<file path="config.mk">
export PLATFORM = sky130hd
export DESIGN_NAME = alu_arbiter_flat
export DESIGN_NICKNAME = d
export VERILOG_FILES = /design/src/rtl/alu_arbiter_if.sv /design/src/rtl/alu_arbiter.sv /design/src/flat_wrapper.sv
export SDC_FILE = /design/constraint.sdc
export NUM_CORES = 1
export LEC_CHECK = 0
export ABC_AREA = 1
export CORE_ASPECT_RATIO = 1.2
export CORE_UTILIZATION = 38
export DETAILED_ROUTE_END_ITERATION = 16
export PLACE_DENSITY = 0.74
export SYNTH_ARGS = -nofsm -noshare
export SYNTH_HDL_FRONTEND = slang
export SYNTH_SLANG_ARGS = --single-unit
export TNS_END_PERCENT = 1
</file>
<file path="constraint.sdc">
create_clock -name clk -period 1.91 [get_ports clk]
set_clock_uncertainty 0.05 [all_clocks]
set_input_delay 0.382 -clock clk [delete_from_list [all_inputs] [get_ports clk]]
set_output_delay 0.382 -clock clk [all_outputs]
set_load 0.02 [all_outputs]
</file>
<file path="src/rtl/alu_arbiter_if.sv">
// Bundle of request, ALU and response signals around alu_arbiter.
// slave is the arbiter's view; master is the view of whatever surrounds it.
interface alu_arbiter_if;
    logic        req0_valid;
    logic        req0_ready;
    logic [3:0]  req0_op;
    logic [31:0] req0_a;
    logic [31:0] req0_b;
    logic        req1_valid;
    logic        req1_ready;
    logic [3:0]  req1_op;
    logic [31:0] req1_a;
    logic [31:0] req1_b;
    logic [3:0]  alu_control;
    logic [31:0] alu_operand_1;
    logic [31:0] alu_operand_2;
    logic [31:0] alu_result;
    logic [7:0]  alu_status;
    logic        resp_valid;
    logic        resp_ready;
    logic        resp_id;
    logic [31:0] resp_result;
    logic [7:0]  resp_status;
    logic        resp_err;
    logic        busy;
    logic [15:0] op_count;

    modport slave (
        input  req0_valid, req0_op, req0_a, req0_b,
        input  req1_valid, req1_op, req1_a, req1_b,
        input  alu_result, alu_status, resp_ready,
        output req0_ready, req1_ready,
        output alu_control, alu_operand_1, alu_operand_2,
        output resp_valid, resp_id, resp_result, resp_status, resp_err,
        output busy, op_count
    );

    modport master (
        output req0_valid, req0_op, req0_a, req0_b,
        output req1_valid, req1_op, req1_a, req1_b,
        output alu_result, alu_status, resp_ready,
        input  req0_ready, req1_ready,
        input  alu_control, alu_operand_1, alu_operand_2,
        input  resp_valid, resp_id, resp_result, resp_status, resp_err,
        input  busy, op_count
    );
endinterface

</file>
<file path="src/rtl/alu_arbiter.sv">
// Round-robin sharing of one combinational ALU between two requesters, with a
// programmable settle time and a single tagged valid/ready response channel.
//
// state | meaning
// IDLE  | ALU inputs parked at 0, granting one pending request
// EXEC  | ALU driven from latched op, settle counter running down
// RESP  | result/status held on resp_*, waiting for resp_ready
module alu_arbiter #(
    parameter int unsigned EXEC_CYCLES = 1
) (
    input  logic          clk,
    input  logic          rst_n,
    alu_arbiter_if.slave  arb_io
);
    typedef enum logic [1:0] {IDLE, EXEC, RESP} state_t;

    localparam logic [3:0] CNT_LOAD = 4'(EXEC_CYCLES - 1);

    state_t      state_q;
    logic        last_grant_q;
    logic [3:0]  cnt_q;
    logic        id_q;
    logic [3:0]  ctrl_q;
    logic [31:0] opa_q;
    logic [31:0] opb_q;
    logic [31:0] result_q;
    logic [7:0]  status_q;
    logic        err_q;
    logic        resp_valid_q;
    logic        busy_q;
    logic [15:0] op_count_q;

    logic        grant;
    logic        accept;
    logic [3:0]  sel_op;
    logic [31:0] sel_a;
    logic [31:0] sel_b;

    function automatic logic is_legal(input logic [3:0] op);
        case (op)
            4'b0000, 4'b0001, 4'b0010, 4'b0110, 4'b0111, 4'b1100: is_legal = 1'b1;
            default:                                               is_legal = 1'b0;
        endcase
    endfunction

    // Under contention the requester that did not win last time goes first.
    assign grant  = (arb_io.req0_valid && arb_io.req1_valid) ? ~last_grant_q
                                                              : ~arb_io.req0_valid;
    assign accept = rst_n && (state_q == IDLE)
                    && (arb_io.req0_valid || arb_io.req1_valid);
    assign sel_op = grant ? arb_io.req1_op : arb_io.req0_op;
    assign sel_a  = grant ? arb_io.req1_a  : arb_io.req0_a;
    assign sel_b  = grant ? arb_io.req1_b  : arb_io.req0_b;

    assign arb_io.req0_ready = accept && !grant;
    assign arb_io.req1_ready = accept &&  grant;

    always_ff @(posedge clk or negedge rst_n) begin
        if (!rst_n) begin
            state_q      <= IDLE;
            last_grant_q <= 1'b1;
            cnt_q        <= '0;
            id_q         <= 1'b0;
            ctrl_q       <= '0;
            opa_q        <= '0;
            opb_q        <= '0;
            result_q     <= '0;
            status_q     <= '0;
            err_q        <= 1'b0;
            resp_valid_q <= 1'b0;
            busy_q       <= 1'b0;
            op_count_q   <= '0;
        end else begin
            case (state_q)
                IDLE: begin
                    if (accept) begin
                        id_q   <= grant;
                        busy_q <= 1'b1;
                        if (is_legal(sel_op)) begin
                            ctrl_q  <= sel_op;
                            opa_q   <= sel_a;
                            opb_q   <= sel_b;
                            cnt_q   <= CNT_LOAD;
                            state_q <= EXEC;
                        end else begin
                            // Illegal op never reaches the ALU, so its stale output stays hidden.
                            result_q     <= '0;
                            status_q     <= '0;
                            err_q        <= 1'b1;
                            resp_valid_q <= 1'b1;
                            state_q      <= RESP;
                        end
                    end
                end
                EXEC: begin
                    if (cnt_q == 4'd0) begin
                        result_q     <= arb_io.alu_result;
                        status_q     <= {arb_io.alu_status[7:2], 2'b00};
                        err_q        <= 1'b0;
                        resp_valid_q <= 1'b1;
                        state_q      <= RESP;
                    end else begin
                        cnt_q <= cnt_q - 4'd1;
                    end
                end
                RESP: begin
                    if (arb_io.resp_ready) begin
                        last_grant_q <= id_q;
                        op_count_q   <= op_count_q + 16'd1;
                        resp_valid_q <= 1'b0;
                        busy_q       <= 1'b0;
                        ctrl_q       <= '0;
                        opa_q        <= '0;
                        opb_q        <= '0;
                        state_q      <= IDLE;
                    end
                end
                default: state_q <= IDLE;
            endcase
        end
    end

    assign arb_io.alu_control   = ctrl_q;
    assign arb_io.alu_operand_1 = opa_q;
    assign arb_io.alu_operand_2 = opb_q;
    assign arb_io.resp_valid    = resp_valid_q;
    assign arb_io.resp_id       = id_q;
    assign arb_io.resp_result   = result_q;
    assign arb_io.resp_status   = status_q;
    assign arb_io.resp_err      = err_q;
    assign arb_io.busy          = busy_q;
    assign arb_io.op_count      = op_count_q;
endmodule
</file>
<file path="src/flat_wrapper.sv">
// flat-port wrapper written by rule: the top's interface ports become plain ports
module alu_arbiter_flat 
#(
    parameter int unsigned EXEC_CYCLES = 1
)
  (clk, rst_n, arb_io_req0_valid, arb_io_req0_op, arb_io_req0_a, arb_io_req0_b, arb_io_req1_valid, arb_io_req1_op, arb_io_req1_a, arb_io_req1_b, arb_io_alu_result, arb_io_alu_status, arb_io_resp_ready, arb_io_req0_ready, arb_io_req1_ready, arb_io_alu_control, arb_io_alu_operand_1, arb_io_alu_operand_2, arb_io_resp_valid, arb_io_resp_id, arb_io_resp_result, arb_io_resp_status, arb_io_resp_err, arb_io_busy, arb_io_op_count);
  alu_arbiter_if arb_io_i ();
  input  logic clk;
  input  logic rst_n;
  input wire logic [$bits(arb_io_i.req0_valid)-1:0] arb_io_req0_valid;
  input wire logic [$bits(arb_io_i.req0_op)-1:0] arb_io_req0_op;
  input wire logic [$bits(arb_io_i.req0_a)-1:0] arb_io_req0_a;
  input wire logic [$bits(arb_io_i.req0_b)-1:0] arb_io_req0_b;
  input wire logic [$bits(arb_io_i.req1_valid)-1:0] arb_io_req1_valid;
  input wire logic [$bits(arb_io_i.req1_op)-1:0] arb_io_req1_op;
  input wire logic [$bits(arb_io_i.req1_a)-1:0] arb_io_req1_a;
  input wire logic [$bits(arb_io_i.req1_b)-1:0] arb_io_req1_b;
  input wire logic [$bits(arb_io_i.alu_result)-1:0] arb_io_alu_result;
  input wire logic [$bits(arb_io_i.alu_status)-1:0] arb_io_alu_status;
  input wire logic [$bits(arb_io_i.resp_ready)-1:0] arb_io_resp_ready;
  output wire logic [$bits(arb_io_i.req0_ready)-1:0] arb_io_req0_ready;
  output wire logic [$bits(arb_io_i.req1_ready)-1:0] arb_io_req1_ready;
  output wire logic [$bits(arb_io_i.alu_control)-1:0] arb_io_alu_control;
  output wire logic [$bits(arb_io_i.alu_operand_1)-1:0] arb_io_alu_operand_1;
  output wire logic [$bits(arb_io_i.alu_operand_2)-1:0] arb_io_alu_operand_2;
  output wire logic [$bits(arb_io_i.resp_valid)-1:0] arb_io_resp_valid;
  output wire logic [$bits(arb_io_i.resp_id)-1:0] arb_io_resp_id;
  output wire logic [$bits(arb_io_i.resp_result)-1:0] arb_io_resp_result;
  output wire logic [$bits(arb_io_i.resp_status)-1:0] arb_io_resp_status;
  output wire logic [$bits(arb_io_i.resp_err)-1:0] arb_io_resp_err;
  output wire logic [$bits(arb_io_i.busy)-1:0] arb_io_busy;
  output wire logic [$bits(arb_io_i.op_count)-1:0] arb_io_op_count;
  assign arb_io_i.req0_valid = arb_io_req0_valid;
  assign arb_io_i.req0_op = arb_io_req0_op;
  assign arb_io_i.req0_a = arb_io_req0_a;
  assign arb_io_i.req0_b = arb_io_req0_b;
  assign arb_io_i.req1_valid = arb_io_req1_valid;
  assign arb_io_i.req1_op = arb_io_req1_op;
  assign arb_io_i.req1_a = arb_io_req1_a;
  assign arb_io_i.req1_b = arb_io_req1_b;
  assign arb_io_i.alu_result = arb_io_alu_result;
  assign arb_io_i.alu_status = arb_io_alu_status;
  assign arb_io_i.resp_ready = arb_io_resp_ready;
  assign arb_io_req0_ready = arb_io_i.req0_ready;
  assign arb_io_req1_ready = arb_io_i.req1_ready;
  assign arb_io_alu_control = arb_io_i.alu_control;
  assign arb_io_alu_operand_1 = arb_io_i.alu_operand_1;
  assign arb_io_alu_operand_2 = arb_io_i.alu_operand_2;
  assign arb_io_resp_valid = arb_io_i.resp_valid;
  assign arb_io_resp_id = arb_io_i.resp_id;
  assign arb_io_resp_result = arb_io_i.resp_result;
  assign arb_io_resp_status = arb_io_i.resp_status;
  assign arb_io_resp_err = arb_io_i.resp_err;
  assign arb_io_busy = arb_io_i.busy;
  assign arb_io_op_count = arb_io_i.op_count;
  alu_arbiter #(.EXEC_CYCLES(EXEC_CYCLES)) u_core (.clk(clk), .rst_n(rst_n), .arb_io(arb_io_i));
endmodule
</file>
# ---- Yosys cells after proc, flatten, opt, wreduce, memory -nomap -nowiden
# Cells that the tools add are included.
dict set report op_classes {
  addsub 2
  n_mul 0
  n_div 0
  n_lt_le_gt_ge 0
  n_eq_ne 13
  shifts 0
  n_mux 44
  bitwise_logic 2
  n_reduce_logical 22
}
# op count
set op_table {}
lappend op_table {{$mux W32} 10}
lappend op_table {{$pmux W32 S2} 3}
lappend op_table {{$mux W4} 7}
lappend op_table {{$mux W8} 3}
lappend op_table {{$add A16 B1 Y16 const B} 1}
lappend op_table {{$pmux W4 S2} 2}
lappend op_table {{$pmux W8 S2} 1}
lappend op_table {{$reduce_and A4 Y1} 3}
lappend op_table {{$mux W1} 10}
lappend op_table {{$eq A4 B3 Y1 const B} 2}
lappend op_table {{$logic_not A4 Y1} 2}
lappend op_table {{$mux W2} 4}
lappend op_table {{$ne A2 B2 Y1 const B} 4}
lappend op_table {{$pmux W2 S3} 1}
lappend op_table {{$reduce_and A3 Y1} 2}
lappend op_table {{$reduce_or A6 Y1} 1}
lappend op_table {{$logic_and A1 B1 Y1} 5}
lappend op_table {{$reduce_and A5 Y1} 1}
lappend op_table {{$eq A4 B1 Y1 const B} 1}
lappend op_table {{$eq A4 B2 Y1 const B} 1}
lappend op_table {{$eq A4 B4 Y1 const B} 1}
lappend op_table {{$ne A2 B1 Y1 const B} 2}
lappend op_table {{$pmux W1 S2} 2}
lappend op_table {{$reduce_and A2 Y1} 2}
lappend op_table {{other kinds (10)} 12}
dict set report word_totals {
  register_bits 135
  latchBits 0
  ram_bits 0
  mem_bits_ro 0
  inputBits 181
  output_inout_bits 130
  elab_cells 96
  memories 0
}

# ---- Depth between registers and ports, before layout
# Gate-level depths: netlist (run 1).
dict set report logic_depth {
  depth_word 11
  mapped_depth 15
  mapped_depth_nobuf 13
}

# ---- Least setup slack after synthesis (run 1)
# Ideal clock, no wire load.
dict set report synth_timing {
  path_kind {reg-to-reg}
  startpoint {register u_core.state_q[0]}
  endpoint {register u_core.op_count_q[15] (netlist: u_core.arb_io.op_count[15])}
  setup_time_ns 0.079
  arrival_time_ns 1.723
  t_required_ns 1.781
  setup_slack_ns 0.057
  path_stages_with_launch 11
  n_path_buf 1
  synth_period_minus_slack_ns 1.853
  path_cell_list {dfrtp_1 > inv_1 > ha_1 > buf_2 > nand2_2 > nor3_2 > nand4_1 > nor2_1 > nand2_1 > nor2_1 > xor2_1}
}
dict set report synth_between {
  elab_chain_len 2
}
# element line_no
set synth_lines {}
lappend synth_lines {{start: declaration} alu_arbiter.sv:19} ;# state_t state_q;
lappend synth_lines {{start signal: assignment} alu_arbiter.sv:60} ;# state_q <= IDLE;
lappend synth_lines {{start signal: assignment} alu_arbiter.sv:84} ;# state_q <= EXEC;
lappend synth_lines {{start signal: assignment} alu_arbiter.sv:91} ;# state_q <= RESP;
lappend synth_lines {{$eq A2 B2 Y1} alu_arbiter.sv:74} ;# case (state_q)
lappend synth_lines {{$reduce_and A2 Y1 (no line)} n/a}
lappend synth_lines {{end signal: assignment} alu_arbiter.sv:109} ;# op_count_q <= op_count_q + 16'd1;
lappend synth_lines {{end: declaration} alu_arbiter.sv:31} ;# logic [15:0] op_count_q;
# Every way passes these cells.
# A chain may end at the register's enable or synchronous reset.

# ---- Worst setup path in the final report (run 1)
dict set report layout_timing {
  startpoint {register u_core.last_grant_q}
  endpoint {register u_core.opa_q[30] (netlist: u_core.arb_io.alu_operand_1[30])}
}
dict set report layout_between {
  elab_chain_len 10
  elab_cells_between_ends 19
  classes_between {eq/ne: 6; mux: 9; bitwise: 1; reduce/logical: 3}
}
# element line_no
set layout_lines {}
lappend layout_lines {{start: declaration} alu_arbiter.sv:20} ;# logic last_grant_q;
lappend layout_lines {{start signal: assignment} alu_arbiter.sv:108} ;# last_grant_q <= id_q;
lappend layout_lines {{$not A1 Y1 (*)} alu_arbiter.sv:47} ;# assign grant = (arb_io.req0_valid && arb_io.req1_valid) ? ~last_grant_q
lappend layout_lines {{$mux W1 (*)} alu_arbiter.sv:47}
lappend layout_lines {{$mux W4} alu_arbiter.sv:51} ;# assign sel_op = grant ? arb_io.req1_op : arb_io.req0_op;
lappend layout_lines {{$eq A4 B1 Y1, or another cell as far along} alu_arbiter.sv:40} ;# case (op)
lappend layout_lines {{$reduce_or A6 Y1} alu_arbiter.sv:40}
lappend layout_lines {{$mux W1} alu_arbiter.sv:40}
lappend layout_lines {{$mux W1} alu_arbiter.sv:76} ;# if (accept) begin
lappend layout_lines {{$mux W1} alu_arbiter.sv:74}
lappend layout_lines {{$ne A2 B2 Y1 (no line)} n/a}
lappend layout_lines {{$reduce_and A4 Y1 (no line)} n/a}
lappend layout_lines {{end signal: assignment} alu_arbiter.sv:81} ;# opa_q <= sel_a;
lappend layout_lines {{end: declaration} alu_arbiter.sv:24} ;# logic [31:0] opa_q;
# Every way passes the cells marked *; elsewhere a longest branch is shown, timed or not. The select of a mux whose other input is x is not followed.

==> qor.txt, run 1 <==
post-synth cell types: 27
post-route setup slack: -0.121 ns
Seq pwr share: 0.244
vias per cell: 5.04
IO buf count: 306
Synth Area per Inst: 7.67 µm²
vias: 7244
Total Nets Final: 1395
drt pass-1 iters: 5
Die Span Y: 147 µm
CTS Sinks: 133
Pwr Density: 1520 nW/µm²
crit share post-route: 1.06
die area: 18200 µm²
Max FO, Critical Path: 8
Yosys warning total: 0
hpwl dp: 15800 µm
Worst Path Arrival: 2.28 ns
DRT iter0 DRCs: 504
remaining antenna violation count after routing: 0
global-route wire length before repair: 36400 µm
initial antenna violation count: 1
NetSw: 7.53 mW
Routed WL: 23900 µm
GR Overflow Total: 0
FMAX: 492 MHz
die width: 123 µm
CTS tree: yes
Yosys top cell area share: 0.493
internal power: 10.0 mW
max cap viols: 0
CP Launch Type: flip-flop
Req. time, crit path: 2.16 ns
cell area after synthesis: 6700 µm²
setup slack at placement: -0.539 ns
site row count: 52
Core Footprint: 17000 µm²
Cell Count Post-Placement: 1388
CTS H-tree lvls: 4
Residual DRC: 0
CP max stage delay: 0.54 ns
synthesis-stage register bit count: 133
EDFF count, synth: 0
Peak supply drop: 0.828 mV
RSZ-0062 raised after global routing: yes
worst hold path type: in2async
Critical Path, Cell by Cell: inv_2 -> nand2_4 -> buf_6 -> nand3b_1 -> nand2_2 -> nand2_2 -> nand2_2 -> nand2_4 -> nand2_4 -> nand2_8 -> buf_12 -> clkbuf_16 -> nand3_1 -> nand2_1
GR Util All Layers: 0.260
vias in the first global route: 7129
power share of the combinational group: 0.565
worst slew pin tran: 0.809 ns
Setup crit end kind: flip-flop
pin count of the biggest net entering global routing: 134
CP Class: reg2reg
violated checks: hold timing, setup timing
setup violators final: 113
clock share of power: 0.191
Sequential cell area: 3330 µm²
CP max stage cell: dfstp_2
Final min period: 2.03 ns
# fillers: 1427
# IOs: 311
area grow syn2layout: 72.6%
Clk Latency, worst-skew pair: 0.41 ns
Worst slew margin: 0.461
area leader, netlist: dfrtp_1
GPL Wtd Cong: 0.870
share of the yosys chip area belonging to registers: 0.497
Post-CTS Hold Buffers: 0
share of cells above drive strength 1: 0.153
Leak: 5.66 nW
clk root buf: clkbuf_16
footprint of the multi-input gates: 3310 µm²
Hold Fails Final Rpt: 7
total power: 17.6 mW
Initial Util: 0.393
Slew Viols, Final: 0
Synth async-reset ratio: 1.00
final cell count without fillers: 1438
Switching Share: 0.428
Synth area leaders: dfrtp_1 (49%), nand2_1 (22%), nand3_1 (6.3%), a21oi_1 (4.9%), nand4_1 (3.9%)
routed len/inst: 16.6 µm
Synth Flop Type: dfrtp_1
run status: complete, but fails checks
TritonCTS Buffers: 17
hold slack: -0.0225 ns
Clock Tree Buf Depth: 2
clock-pin transition on the worst setup and hold timing paths: 0.06 ns
Syn Inst Count: 873
[cell usage after synthesis, types with 5 or more instances]
cell and count:
nand4_1 42, xnor2_1 5, xor2_1 12, buf_6 5
inv_1 25, o21ai_0 6, dfrtp_1 132, buf_4 9
ha_1 6, buf_1 9, buf_2 18, a21oi_1 66
nand2_1 397, clkbuf_1 23, nor2_1 16, nand3_1 84
[placed cells by master (no fill, tap or decap), drive strengths merged]
cell and instances:
nand4 42, bufinv 2, clkinvlp 4, o211ai 1, xor2 12, xnor2 5
nor2 17, nand3b 2, o21ai 6, dlygate4sd2 10, clkdlybuf4s50 287, dfstp 1
nand3 85, dlymetal6s2s 6, ha 6, nand2 404, buf 68, conb 2
clkinv 1, nor3 4, clkbuf 24, dfrtp 132, inv 32, diode 1
or2 2, a21oi 66
[layer usage]
layer  GRT usage  vias to the layer above  part of all wire
met4       0.140                        0             0.053
met2       0.431                      246              0.49
met1       0.310                     3427              0.40
li1            -                     3495                 -
met5           0                        -                 0
met3      0.0583                       76             0.053
[final cells by class]
type	instances	share of cell area
repair buffers	377	0.341
flip-flops and latches	133	0.288
multi-input cells	654	0.286
clock buffers	18	0.0380
well taps	216	0.0234
clock inverters	14	0.0143
inverters	25	0.00834
diodes	1	0.000217
[power groups by stage]
stage               combinational (mW)  sequential [mW]  clock [mW]
floorplan                         3.67             5.27           0
global placement                  8.43             4.27           0
detailed placement                8.57             4.29           0
CTS                               9.16             4.26        3.41
global route                      10.7             4.39        3.54
finish                            9.93             4.28        3.36
[flip-flops by register name (all words and copies together) (netlist names), 2 cells and up]
name and flops:
u_core.arb_io.alu_operand_1 32, u_core.arb_io.alu_operand_2 32, u_core.arb_io.resp_result 32, u_core.arb_io.op_count 16
u_core.arb_io.resp_status 6, u_core.arb_io.alu_control 4, u_core.cnt_q 4, u_core.state_q 2
[critical path: cells and delay by family, from the launching register on]
| kind | cells | cell delay [ns] |
|---|---|---|
| buf+inv | 4 | 0.48 |
| simple gates | 10 | 0.82 |
| flops | 1 | 0.54 |
[logic make-up after synthesis]
family                     after synthesis  synth area share
other                                    1          0.000560
DFF                                    133             0.497
buffers and inverters                   89            0.0639
xor gates and xnor gates                17            0.0222
adders and majority gates                6            0.0112
and+or+nand+nor                        554             0.349
AOI/OAI and AO/OA                       73            0.0557
[path summary, 6_finish.rpt]
path                                             from                              end  slack (ns)  cells past startpoint
max                               u_core.last_grant_q  u_core.arb_io.alu_operand_1[30]       -0.12                     14
min                                             rst_n                  u_core.cnt_q[1]       -0.02                      2
max reg2reg                       u_core.last_grant_q  u_core.arb_io.alu_operand_1[30]       -0.12                     14
min reg2reg                u_core.arb_io.op_count[15]       u_core.arb_io.op_count[15]        0.42                      1
max in group asynchronous                       rst_n  u_core.arb_io.alu_operand_2[11]        1.16                      2
min in group clk                                rst_n            u_core.arb_io.resp_id        0.34                      4
[metrics by stage]
| stage | setup TNS, ns | area [µm²] | util |
|---|---|---|---|
| after global placement | -39.05 | 10300 | 0.604 |
| after detailed placement | -47.80 | 10300 | 0.604 |
| after CTS | -0.909 | 11200 | 0.656 |
| after floorplan | 0 | 6700 | - |
| after global routing | -21.66 | 11600 | 0.678 |
| final | -7.32 | 11600 | 0.678 |
[timing repair]
action                                  CTS  global route
endpoints found under the setup margin  123           127
cloned                                    3             7
setup buffers                             6             1
resized for setup                        60            58
pin swaps                                16            22
Note: power is estimated with default switching activity, not from simulation.
==> inputs of run 2 (changes only) <==
Settings changed: ABC_AREA 1 to unset, CORE_UTILIZATION 38 to 37, REMOVE_ABC_BUFFERS set to 1.
==> run 2 against run 1 <==
Compared with the run above:
- the run ends with setup timing left
- synthesized area shrank 6.4%
- sequential power grew 12%
- clock power grew 1%
- worst hold slack gained 0.059 ns
- critical endpoint is now u_core.arb_io.alu_operand_1[20]
- largest power group unchanged
- highest routed layer unchanged
==> qor.txt, run 2 <==
placement-stage cell area: 10000 µm² (was 10300 µm²)
hold slack: 0.0362 ns (was -0.0225 ns)
internal power: 12.3 mW (was 10.0 mW)
FMAX: 480 MHz (was 492 MHz)
Worst slew margin: 0.509 (was 0.461)
Synth Area per Inst: 10.4 µm² (was 7.67 µm²)
pin count of the biggest net entering global routing: 65 (was 134)
Critical Path, Cell by Cell: inv_2 -> buf_6 -> ha_4 -> nand2b_4 -> a211oi_4 -> buf_6 -> clkbuf_16 -> buf_6 -> mux2_2 (was inv_2 -> nand2_4 -> buf_6 -> nand3b_1 -> nand2_2 -> nand2_2 -> nand2_2 -> nand2_4 -> nand2_4 -> nand2_8 -> buf_12 -> clkbuf_16 -> nand3_1 -> nand2_1)
Initial Util: 0.382 (was 0.393)
Core Footprint: 16400 µm² (was 17000 µm²)
commonest non-fill, non-tap cell in the layout: clkdlybuf4s50_1 (was nand2_1)
routed len/inst: 16.9 µm (was 16.6 µm)
NetSw: 6.66 mW (was 7.53 mW)
vias: 5897 (was 7244)
TritonCTS Buffers: 17 (unchanged)
Synth area leaders: dfrtp_1 (53%), nand2_1 (8.6%), mux2_2 (7.4%), a22o_1 (5.5%), a21oi_1 (5.3%) (was dfrtp_1 (49%), nand2_1 (22%), nand3_1 (6.3%), a21oi_1 (4.9%), nand4_1 (3.9%))
CTS tree: yes (unchanged)
RSZ-0062 raised after global routing: yes (unchanged)
Yosys warning total: 0 (unchanged)
max cap viols: 0 (unchanged)
die area: 17500 µm² (was 18200 µm²)
IO buf count: 306 (unchanged)
worst slew pin tran: 0.736 ns (was 0.809 ns)
vias per cell: 4.96 (was 5.04)
Max FO, Critical Path: 4 (was 8)
share of the yosys chip area belonging to registers: 0.531 (was 0.497)
final cell count without fillers: 1189 (was 1438)
initial antenna violation count: 0 (was 1)
commonest non-fill, non-tap cells in the layout: clkdlybuf4s50_1 (283), nand2_1 (143), dfrtp_1 (132), a21oi_1 (66), mux2_4 (56) (was nand2_1 (372), clkdlybuf4s50_1 (287), dfrtp_1 (132), a21oi_1 (65), nand3_1 (57))
Req. time, crit path: 2.15 ns (was 2.16 ns)
CTS H-tree lvls: 4 (unchanged)
clock-pin transition on the worst setup and hold timing paths: 0.06 ns (about the same)
Post-synth top cells: nand2_1 (144), dfrtp_1 (132), a21oi_1 (66) (was nand2_1 (397), dfrtp_1 (132), nand3_1 (84))
most frequent cell after synthesis: nand2_1 (unchanged)
most frequent CP cell: buf_6
Cell Count Post-Placement: 1140 (was 1388)
GR Overflow Total: 0 (unchanged)
Final Instance Area: 11200 µm² (was 11600 µm²)
area grow syn2layout: 79.2% (was 72.6%)
Synth async-reset ratio: 1.00 (unchanged)
# IOs: 311 (unchanged)
Setup crit end kind: flip-flop (unchanged)
Leak: 5.13 nW (was 5.66 nW)
Worst Path Arrival: 2.32 ns (was 2.28 ns)
run status: complete, but fails checks (unchanged)
vias in the first global route: 5757 (was 7129)
# diodes: 0 (was 1)
total power: 18.9 mW (was 17.6 mW)
Die Span Y: 145 µm (was 147 µm)
power share of the combinational group: 0.567 (was 0.565)
GR Util All Layers: 0.220 (was 0.260)
Hold Fails Final Rpt: 0 (was 7)
CP Class: reg2reg (unchanged)
Routed WL: 20100 µm (was 23900 µm)
Clk Latency, worst-skew pair: 0.41 ns (about the same)
worst hold path type: in2async (unchanged)
remaining antenna violation count after routing: 0 (unchanged)
post-synth cell types: 44 (was 27)
Synth Flop Type: dfrtp_1 (unchanged)
post-route setup slack: -0.171 ns (was -0.121 ns)
clock share of power: 0.179 (was 0.191)
Yosys top cell area share: 0.527 (was 0.493)
Final min period: 2.08 ns (was 2.03 ns)
# fillers: 1236 (was 1427)
die width: 121 µm (was 123 µm)
crit share post-route: 1.09 (was 1.06)
violated checks: setup timing (was hold timing, setup timing)
setup violators final: 110 (was 113)
Peak supply drop: 0.840 mV (was 0.828 mV)
share of cells above drive strength 1: 0.204 (was 0.153)
Clock Tree Buf Depth: 2 (unchanged)
CTS Sinks: 133 (unchanged)
clk root buf: clkbuf_16 (unchanged)
EDFF count, synth: 0 (unchanged)
DRT iter0 DRCs: 216 (was 504)
CP Launch Type: flip-flop (unchanged)
cell area after synthesis: 6270 µm² (was 6700 µm²)
drt pass-1 iters: 4 (was 5)
Switching Share: 0.352 (was 0.428)
Seq pwr share: 0.253 (was 0.244)
Syn Inst Count: 603 (was 873)
CP max stage cell: dfrtp_1 (was dfstp_2)
global-route wire length before repair: 29400 µm (was 36400 µm)
Total Nets Final: 1151 (was 1395)
synthesis-stage register bit count: 133 (unchanged)
CP max stage delay: 0.39 ns (was 0.54 ns)
Pwr Density: 1690 nW/µm² (was 1520 nW/µm²)
final core occ: 0.685 (was 0.678)
GPL Wtd Cong: 0.766 (was 0.870)
site row count: 51 (was 52)
hpwl dp: 13800 µm (was 15800 µm)
Slew Viols, Final: 0 (unchanged)
Residual DRC: 0 (unchanged)
area leader, netlist: dfrtp_1 (unchanged)
==> run 2: cell types whose count changed after synthesis, moves of 25 or more <==
cell and delta:
a22o_1 +39, nand4_1 -38, mux2_2 +41, mux2_1 +25
nand3_1 -79, nand2_1 -253
==> run 2: worst paths after layout <==
check / startpoint / to / slack, ns / cells after the start
setup / recovery: u_core.state_q[0] / u_core.arb_io.alu_operand_1[20] / -0.17 / 9
hold / removal: rst_n / u_core.arb_io.alu_control[1] / 0.04 / 2
setup reg to reg: u_core.state_q[0] / u_core.arb_io.alu_operand_1[20] / -0.17 / 9
hold reg to reg: u_core.arb_io.alu_operand_2[6] / u_core.arb_io.alu_operand_2[6] / 0.44 / 1
max in group asynchronous: rst_n / u_core.arb_io.alu_operand_1[22] / 0.28 / 4
min in group clk: rst_n / u_core.arb_io.resp_id / 0.34 / 3
==> run 2: logic make-up (layout without fill, tap and decap cells) <==
kind of cell	after synthesis	in the layout	synth area share
compound gates	128	128	0.133
xor+xnor	17	17	0.0238
fa+ha+maj	6	6	0.0120
buf+inv	56	429	0.0401
flops	133	133	0.531
mux	73	73	0.130
other cells	1	2	0.000598
simple gates	189	189	0.130
==> run 2: cell type report <==
class	count	area, µm²	share of cell area
clock inverters	10	153	0.0136
flip-flops and latches	133	3330	0.297
multi-input cells	415	3030	0.270
inverters	14	52.6	0.00468
clock buffers	22	464	0.0414
repair buffers	383	3940	0.351
well taps	212	265	0.0236
==> run 2: critical path, delay by kind of cell, from the launching register on <==
kind                       cells  cell delay (ns)
adders and majority gates      1             0.16
buffers and inverters          5             0.63
and+or+nand+nor                1             0.14
DFF                            1             0.39
muxes                          1             0.32
AOI/OAI and AO/OA              1             0.27
==> run 2: power groups by stage <==
| stage | sequential [mW] | clock [mW] | combinational (mW) |
|---|---|---|---|
| 6_report | 4.79 | 3.40 | 10.7 |
| 5_1_grt | 4.93 | 3.60 | 11.3 |
| 4_1_cts | 4.77 | 3.46 | 10.5 |
| 3_5_place_dp | 4.75 | 0 | 8.99 |
| 3_3_place_gp | 4.73 | 0 | 8.84 |
| 2_1_floorplan | 6.08 | 0 | 2.87 |
==> run 2: per-layer routing <==
metal,track usage,up-vias,routed length (µm)
li1,-,2801,-
met4,0.0760,0,274
met5,0,-,0
met1,0.240,2854,7660
met2,0.406,222,10700
met3,0.0627,20,1520
==> run 2: through the flow <==
step           setup TNS, ns  setup slack, ns
2_1_floorplan        -329.07            -3.73
5_1_grt               -20.66           -0.227
4_1_cts               -12.65           -0.234
3_3_place_gp          -76.07           -0.725
3_5_place_dp          -82.37           -0.788
6_report              -11.84           -0.171
==> run 2: what timing repair did <==
item | in CTS | in global routing
gates cloned | 3 | 3
endpoints found under the hold margin | 24 | 0
hold buffers | 1 | 0
pin swaps | 12 | 6
setup endpoints to repair | 121 | 122
gates resized for setup | 100 | 28
buffers inserted | 12 | 1
